### src/rtl/lcd_pkg.sv
// lcd_pkg: shared mode encodings, direction states and bar palette for the LCD pattern generator.
package lcd_pkg;
  typedef enum logic [1:0] {
    LCD_MODE_BARS  = 2'd0,
    LCD_MODE_CHECK = 2'd1,
    LCD_MODE_GRAD  = 2'd2,
    LCD_MODE_SOLID = 2'd3
  } lcd_mode_e;
  typedef enum logic {DIR_POS, DIR_NEG} lcd_dir_e;
  localparam logic [23:0] LCD_PALETTE [8] = '{
    24'hFF0000, 24'h00FF00, 24'h0000FF, 24'hFFFFFF,
    24'hFFFF00, 24'h00FFFF, 24'hFF00FF, 24'h000000
  };
endpackage

### src/rtl/lcd_bounce_dot.sv
// lcd_bounce_dot: step-divided bouncing dot position with independent per-axis direction FSMs.
module lcd_bounce_dot import lcd_pkg::*; #(
  parameter int LCD_WIDTH  = 480,
  parameter int LCD_HEIGHT = 280,
  parameter int COORD_W    = 11,
  parameter int DOT_SIZE   = 5,
  parameter int STEP_DIV   = 150000
) (
  input  logic               CLK,
  input  logic               RSTN,
  input  logic               PAUSE,
  output logic [COORD_W-1:0] dot_x,
  output logic [COORD_W-1:0] dot_y
);
  localparam int CW = $clog2(STEP_DIV);
  localparam logic [COORD_W-1:0] MINX = COORD_W'(DOT_SIZE + 1);
  localparam logic [COORD_W-1:0] MAXX = COORD_W'(LCD_WIDTH - DOT_SIZE - 1);
  localparam logic [COORD_W-1:0] MINY = COORD_W'(DOT_SIZE + 1);
  localparam logic [COORD_W-1:0] MAXY = COORD_W'(LCD_HEIGHT - DOT_SIZE - 1);
  logic [CW-1:0] step_cnt;
  lcd_dir_e dir_x, dir_y;
  logic tick;
  assign tick = step_cnt == CW'(STEP_DIV - 1);
  // A bounce costs one tick: the position holds at the limit while the direction flips.
  always_ff @(posedge CLK or negedge RSTN)
    if (!RSTN) begin
      step_cnt <= '0;
      dot_x    <= COORD_W'(LCD_WIDTH / 2);
      dot_y    <= COORD_W'(LCD_HEIGHT / 2);
      dir_x    <= DIR_POS;
      dir_y    <= DIR_POS;
    end else if (!PAUSE) begin
      step_cnt <= tick ? '0 : step_cnt + 1'b1;
      if (tick) begin
        if (dir_x == DIR_POS) begin
          if (dot_x == MAXX) dir_x <= DIR_NEG;
          else dot_x <= dot_x + 1'b1;
        end else begin
          if (dot_x == MINX) dir_x <= DIR_POS;
          else dot_x <= dot_x - 1'b1;
        end
        if (dir_y == DIR_POS) begin
          if (dot_y == MAXY) dir_y <= DIR_NEG;
          else dot_y <= dot_y + 1'b1;
        end else begin
          if (dot_y == MINY) dir_y <= DIR_POS;
          else dot_y <= dot_y - 1'b1;
        end
      end
    end
endmodule

### src/rtl/lcd_pattern_gen.sv
// lcd_pattern_gen: selectable LCD test patterns with frame-latched mode, border/dot overlay and
// a one-cycle registered RGB/DE output stage.
module lcd_pattern_gen import lcd_pkg::*; #(
  parameter int LCD_WIDTH  = 480,
  parameter int LCD_HEIGHT = 280,
  parameter int COORD_W    = 11,
  parameter int DOT_SIZE   = 5,
  parameter int STEP_DIV   = 150000,
  parameter int NUM_BARS   = 3,
  parameter int CHECK_LOG2 = 4,
  parameter int GRAD_SHIFT = 1
) (
  input  logic               CLK,
  input  logic               RSTN,
  input  logic [1:0]         MODE,
  input  logic [23:0]        SOLID_RGB,
  input  logic               FRAME_START,
  input  logic               PAUSE,
  input  logic               OVERLAY_EN,
  input  logic               DEN,
  input  logic [COORD_W-1:0] X,
  input  logic [COORD_W-1:0] Y,
  output logic [7:0]         R,
  output logic [7:0]         G,
  output logic [7:0]         B,
  output logic               DE_O
);
  localparam logic [COORD_W:0] DS = (COORD_W + 1)'(DOT_SIZE);
  logic [COORD_W-1:0] dot_x, dot_y, grad;
  logic [COORD_W:0] xe, ye, dxe, dye;
  lcd_mode_e mode_q;
  logic [2:0] bar;
  logic [7:0] grey;
  logic dot_hit, border_hit;
  logic [23:0] pat, pix;
  lcd_bounce_dot #(
    .LCD_WIDTH(LCD_WIDTH), .LCD_HEIGHT(LCD_HEIGHT), .COORD_W(COORD_W),
    .DOT_SIZE(DOT_SIZE), .STEP_DIV(STEP_DIV)
  ) u_dot (.CLK(CLK), .RSTN(RSTN), .PAUSE(PAUSE), .dot_x(dot_x), .dot_y(dot_y));
  // One extra bit keeps X+DOT_SIZE from wrapping; the dot side is added, never subtracted.
  assign xe  = {1'b0, X};
  assign ye  = {1'b0, Y};
  assign dxe = {1'b0, dot_x};
  assign dye = {1'b0, dot_y};
  assign dot_hit = (xe + DS >= dxe) && (xe <= dxe + DS) && (ye + DS >= dye) && (ye <= dye + DS);
  assign border_hit = X == '0 || X == COORD_W'(LCD_WIDTH - 1) || Y == '0 || Y == COORD_W'(LCD_HEIGHT - 1);
  always_comb begin
    bar = '0;
    for (int k = 1; k < NUM_BARS; k++)
      if (int'(X) >= k * LCD_WIDTH / NUM_BARS) bar = 3'(k);
  end
  assign grad = X >> GRAD_SHIFT;
  assign grey = (grad > COORD_W'(255)) ? 8'hFF : grad[7:0];
  assign pat = mode_q == LCD_MODE_BARS  ? LCD_PALETTE[bar] :
               mode_q == LCD_MODE_CHECK ? ((X[CHECK_LOG2] ^ Y[CHECK_LOG2]) ? 24'hFFFFFF : 24'h000000) :
               mode_q == LCD_MODE_GRAD  ? {3{grey}} : SOLID_RGB;
  assign pix = (OVERLAY_EN && (border_hit || dot_hit)) ? 24'hFFFFFF : pat;
  always_ff @(posedge CLK or negedge RSTN)
    if (!RSTN) begin
      {R, G, B} <= '0;
      DE_O      <= 1'b0;
      mode_q    <= LCD_MODE_BARS;
    end else begin
      if (FRAME_START) mode_q <= lcd_mode_e'(MODE);
      {R, G, B} <= DEN ? pix : 24'h000000;
      DE_O      <= DEN;
    end
endmodule
### config.mk
export PLATFORM = sky130hd
export DESIGN_NAME = lcd_pattern_gen
export DESIGN_NICKNAME = d
export VERILOG_FILES = /design/src/rtl/lcd_pkg.sv /design/src/rtl/lcd_bounce_dot.sv /design/src/rtl/lcd_pattern_gen.sv
export SDC_FILE = /design/constraint.sdc
export NUM_CORES = 1
export LEC_CHECK = 0
export BUFFER_PORTS_ARGS = -buffer_cell sky130_fd_sc_hd__buf_2
export CORE_MARGIN = 10
export CORE_UTILIZATION = 40
export CTS_BUF_LIST = sky130_fd_sc_hd__clkbuf_2 sky130_fd_sc_hd__clkbuf_4 sky130_fd_sc_hd__clkbuf_8
export CTS_CLUSTER_SIZE = 30
export DETAILED_ROUTE_END_ITERATION = 12
export PLACE_DENSITY = 0.69
export SLEW_MARGIN = 10
export SYNTH_ARGS = -nofsm -noshare
export SYNTH_HDL_FRONTEND = slang
export SYNTH_HIERARCHICAL = 1
export SYNTH_SLANG_ARGS = --single-unit
### constraint.sdc
create_clock -name CLK -period 3.07 [get_ports CLK]
set_clock_uncertainty 0.2 [all_clocks]
set_input_delay 0.614 -clock CLK [delete_from_list [all_inputs] [get_ports CLK]]
set_output_delay 0.614 -clock CLK [all_outputs]
set_load 0.02 [all_outputs]
==> flow_metrics.env <==
export IMPL_p_leak_nw=3.47
export IMPL_drt_wirelength_per_cell_um=15.0
export IMPL_layout_common_cells="buf_4 (86), buf_2 (78), ha_1 (66)"
export IMPL_cts_sinks=69
export IMPL_postRouteAntennaNets=0
export IMPL_cts_root_buf="clkbuf_8"
export IMPL_crit_arrival_ns=3.03
export IMPL_die_height_um=146
export IMPL_fin_area_um2=7850
export IMPL_syn_inst=747
export IMPL_drc=0
export IMPL_hpwl_um=13000
export IMPL_antenna_found_initial=0
export IMPL_routed_wl_um=16800
export IMPL_die_x_um=146
export IMPL_relSlewSlack_pct=39.9
export IMPL_max_stage_delay_ns=0.55
export IMPL_final_common_cell="buf_4"
export IMPL_worstSetupPathType="flop to flop"
export IMPL_fin_cells=1114
export IMPL_grtUsageTotal_pct=15.2
export IMPL_rsz0062_at_grt="true"
export IMPL_firstDrtPassIters=5
export IMPL_ys_flop_type="dfrtp_1"
export IMPL_cts_made_buffers=9
export IMPL_status="completed"
export IMPL_hold_depth=3
export IMPL_die_area_um2=21200
export IMPL_syn_area_um2=6310
export IMPL_total_power_w=0.00251
export IMPL_grt_pass1_wl_um=27600
export IMPL_grt_max_degree=38
export IMPL_worstReg2RegEnd="R[1]"
export IMPL_drv_slew=0
export IMPL_drv_cap=0
export IMPL_fin_setup_tns_ns=0
export IMPL_min_period_ns=3.03
export IMPL_timing_fmax_ghz=0.330
export IMPL_end_kind="flop"
export IMPL_core_area_um2=15300
export IMPL_yosysSeqAreaShare_pct=27.5
export IMPL_multi_input_area_um2=4340
export IMPL_area_growth_pct=24.5
export IMPL_post_synth_num_cell_types=74
export IMPL_n_antenna_cell=0
export IMPL_gp_congestion=0.892
export IMPL_hold_violations=0
export IMPL_avgViaCountPerCell=5.43
export IMPL_clock_path_buffers=2
export IMPL_cts_tree="built"
export IMPL_ys_warn_count=6
export IMPL_finalCritPeriodShare_pct=98.8
export IMPL_syn_area_per_cell_um2=8.44
export IMPL_worst_path_max_delay_cell="dfstp_2"
export IMPL_min_from="MODE[0]"
export IMPL_r2r_slack_ns=0.04
export IMPL_r2r_start="u_dot/dot_x[5]"
export IMPL_postPlaceCellArea_um2=7500
export IMPL_setup_viol=0
export IMPL_route_vias_total=6049
export IMPL_worst_pin_slew_ns=0.901
export IMPL_start_util_pct=41.2
export IMPL_drive_above_1_share_pct=26.7
export IMPL_first_iter_violations=335
export IMPL_htree_num_levels=3
export IMPL_dp_cells=1092
export IMPL_port_buffers=78
export IMPL_critPathMaxFanout=14
export IMPL_clkTransAtPathRegs_ns=0.09
export IMPL_synth_enable_flop_cells=0
export IMPL_boundaryPins=79
export IMPL_grt_pass1_vias=5653
export IMPL_clock_latency_ns=0.38
export IMPL_required_ns=3.07
export IMPL_ff_latch_area_um2=1740
export IMPL_syn_nets=872
export IMPL_path_cells="inv_1, nor4_1, buf_4, nand3_1, xnor2_1, ha_1, nand3_2, nor2_2, a32o_1, a31o_2, o211ai_4, buf_8, a31oi_1"
export IMPL_powerDensity_nw_per_um2=319
export IMPL_ir_worst_vdd_mv=0.239
export IMPL_synth_seq_cells=69
export IMPL_fillers=1453
export IMPL_ff2ff_path_depth=13
export IMPL_hold_class="primary input to flop"
export IMPL_start_kind="flop"
export IMPL_rows=45
export IMPL_overflow=0
export IMPL_min_delay_worst_endpoint="mode_q[0]"
export IMPL_nets=1023
export IMPL_async_reset_ff_share_pct=100
sequential cells by signal, indices dropped and copies added, names as in the netlist:
| signal | flops |
|---|---|
| R | 8 |
| u_dot/dot_y | 11 |
| u_dot/dot_x | 11 |
| u_dot/step_cnt | 18 |
| u_dot/dir_y | 1 |
| u_dot/dir_x | 1 |
| B | 8 |
| DE_O | 1 |
| G | 8 |
| mode_q | 2 |
power breakdown:
group / leakage (nW) / switching (W) / total [W] / internal (W)
clock: 0.107 / 0.000395 / 0.000798 / 0.000403
sequential: 0.889 / 0.0000755 / 0.00106 / 0.000984
combinational: 2.48 / 0.000366 / 0.000648 / 0.000282
cell families after synthesis:
kind of cell	count (synthesis)	synth area share, %
compound gates	224	22.9
xor+xnor	67	9.30
fa+ha+maj	71	14.3
buf+inv	81	5.53
flops	69	27.5
mux	1	0.179
simple gates	234	20.3
final cells by class:
type / count / area share, %
inverter: 52 / 2.49
multi-input combinational: 597 / 55.2
sequential: 69 / 22.1
tap: 211 / 3.36
clock buffer: 10 / 1.75
timing repair buffer: 169 / 14.2
clock inverter: 6 / 0.892
metrics by stage:
step,utilization [%],hold WS (ns),setup WS (ns)
floorplan,-,0.118,-0.0642
global placement,49.0,0.287,-0.379
detailed placement,49.0,0.284,-0.456
CTS,50.5,0.236,0.00566
global route,51.3,0.272,-0.103
finish,51.3,0.257,0.0364
worst max-delay path by stage:
stage	cells past startpoint	to	slack, ns	from
5_1_grt	12	R[0]	-0.10	u_dot/dot_y[7]
3_5_place_dp	12	R[0]	-0.46	Y[0]
3_3_place_gp	13	G[1]	-0.38	X[1]
6_report	13	R[1]	0.04	u_dot/dot_x[5]
2_1_floorplan	13	R[1]	-0.06	X[3]
4_1_cts	14	R[0]	0.006	X[1]
critical path, delay by kind of cell, from the launching register on:
| kind | cells | cell delay, ns |
|---|---|---|
| AND/OR/NAND/NOR | 4 | 0.53 |
| flip-flops | 1 | 0.55 |
| adder cells (fa/ha/maj) | 1 | 0.30 |
| AO/OA/AOI/OAI | 4 | 0.67 |
| buffers and inverters | 3 | 0.39 |
| XOR/XNOR | 1 | 0.21 |
timing repair:
item / CTS / global route
hold buffers: 1 / 0
buffers inserted: 2 / 3
cloned: 0 / 0
hold endpoints to repair: 9 / 0
gates resized for setup: 2 / 24
pin swaps: 1 / 17
endpoints found under the setup margin: 10 / 24
routing by layer:
layer	wire (um)	track usage [%]	up-vias	share of wire (%)
met1	7830	19.9	2813	47
met2	7790	24.5	184	46
met5	0	0	-	0
met4	250	4.65	0	1.5
met3	894	3.32	19	5.3
li1	-	-	3033	-
cells in the mapped netlist (6+ instances only):
| cell type | number | share of area (%) |
|---|---|---|
| a211oi_1 | 8 | 0.95 |
| a21o_1 | 11 | 1.3 |
| a21oi_1 | 57 | 4.5 |
| a21oi_2 | 11 | 1.5 |
| a31oi_1 | 11 | 1.1 |
| and3_1 | 6 | 0.60 |
| buf_2 | 8 | 0.63 |
| clkbuf_1 | 14 | 0.83 |
| dfrtp_1 | 62 | 25 |
| dfstp_2 | 7 | 2.9 |
| ha_1 | 69 | 14 |
| inv_1 | 52 | 3.1 |
| nand2_1 | 52 | 3.1 |
| nand2b_1 | 7 | 0.69 |
| nand3_1 | 21 | 1.7 |
| nand4_1 | 17 | 1.7 |
| nor2_1 | 52 | 3.1 |
| nor2b_1 | 20 | 2.0 |
| nor3_1 | 11 | 0.87 |
| nor4_1 | 9 | 0.89 |
| o21a_1 | 6 | 0.71 |
| o21ai_0 | 46 | 3.7 |
| o21ai_1 | 17 | 1.3 |
| o22ai_1 | 16 | 1.6 |
| or3_1 | 7 | 0.69 |
| xnor2_1 | 41 | 5.7 |
| xor2_1 | 26 | 3.6 |
No activity file was read; power rests on OpenSTA's default activity.
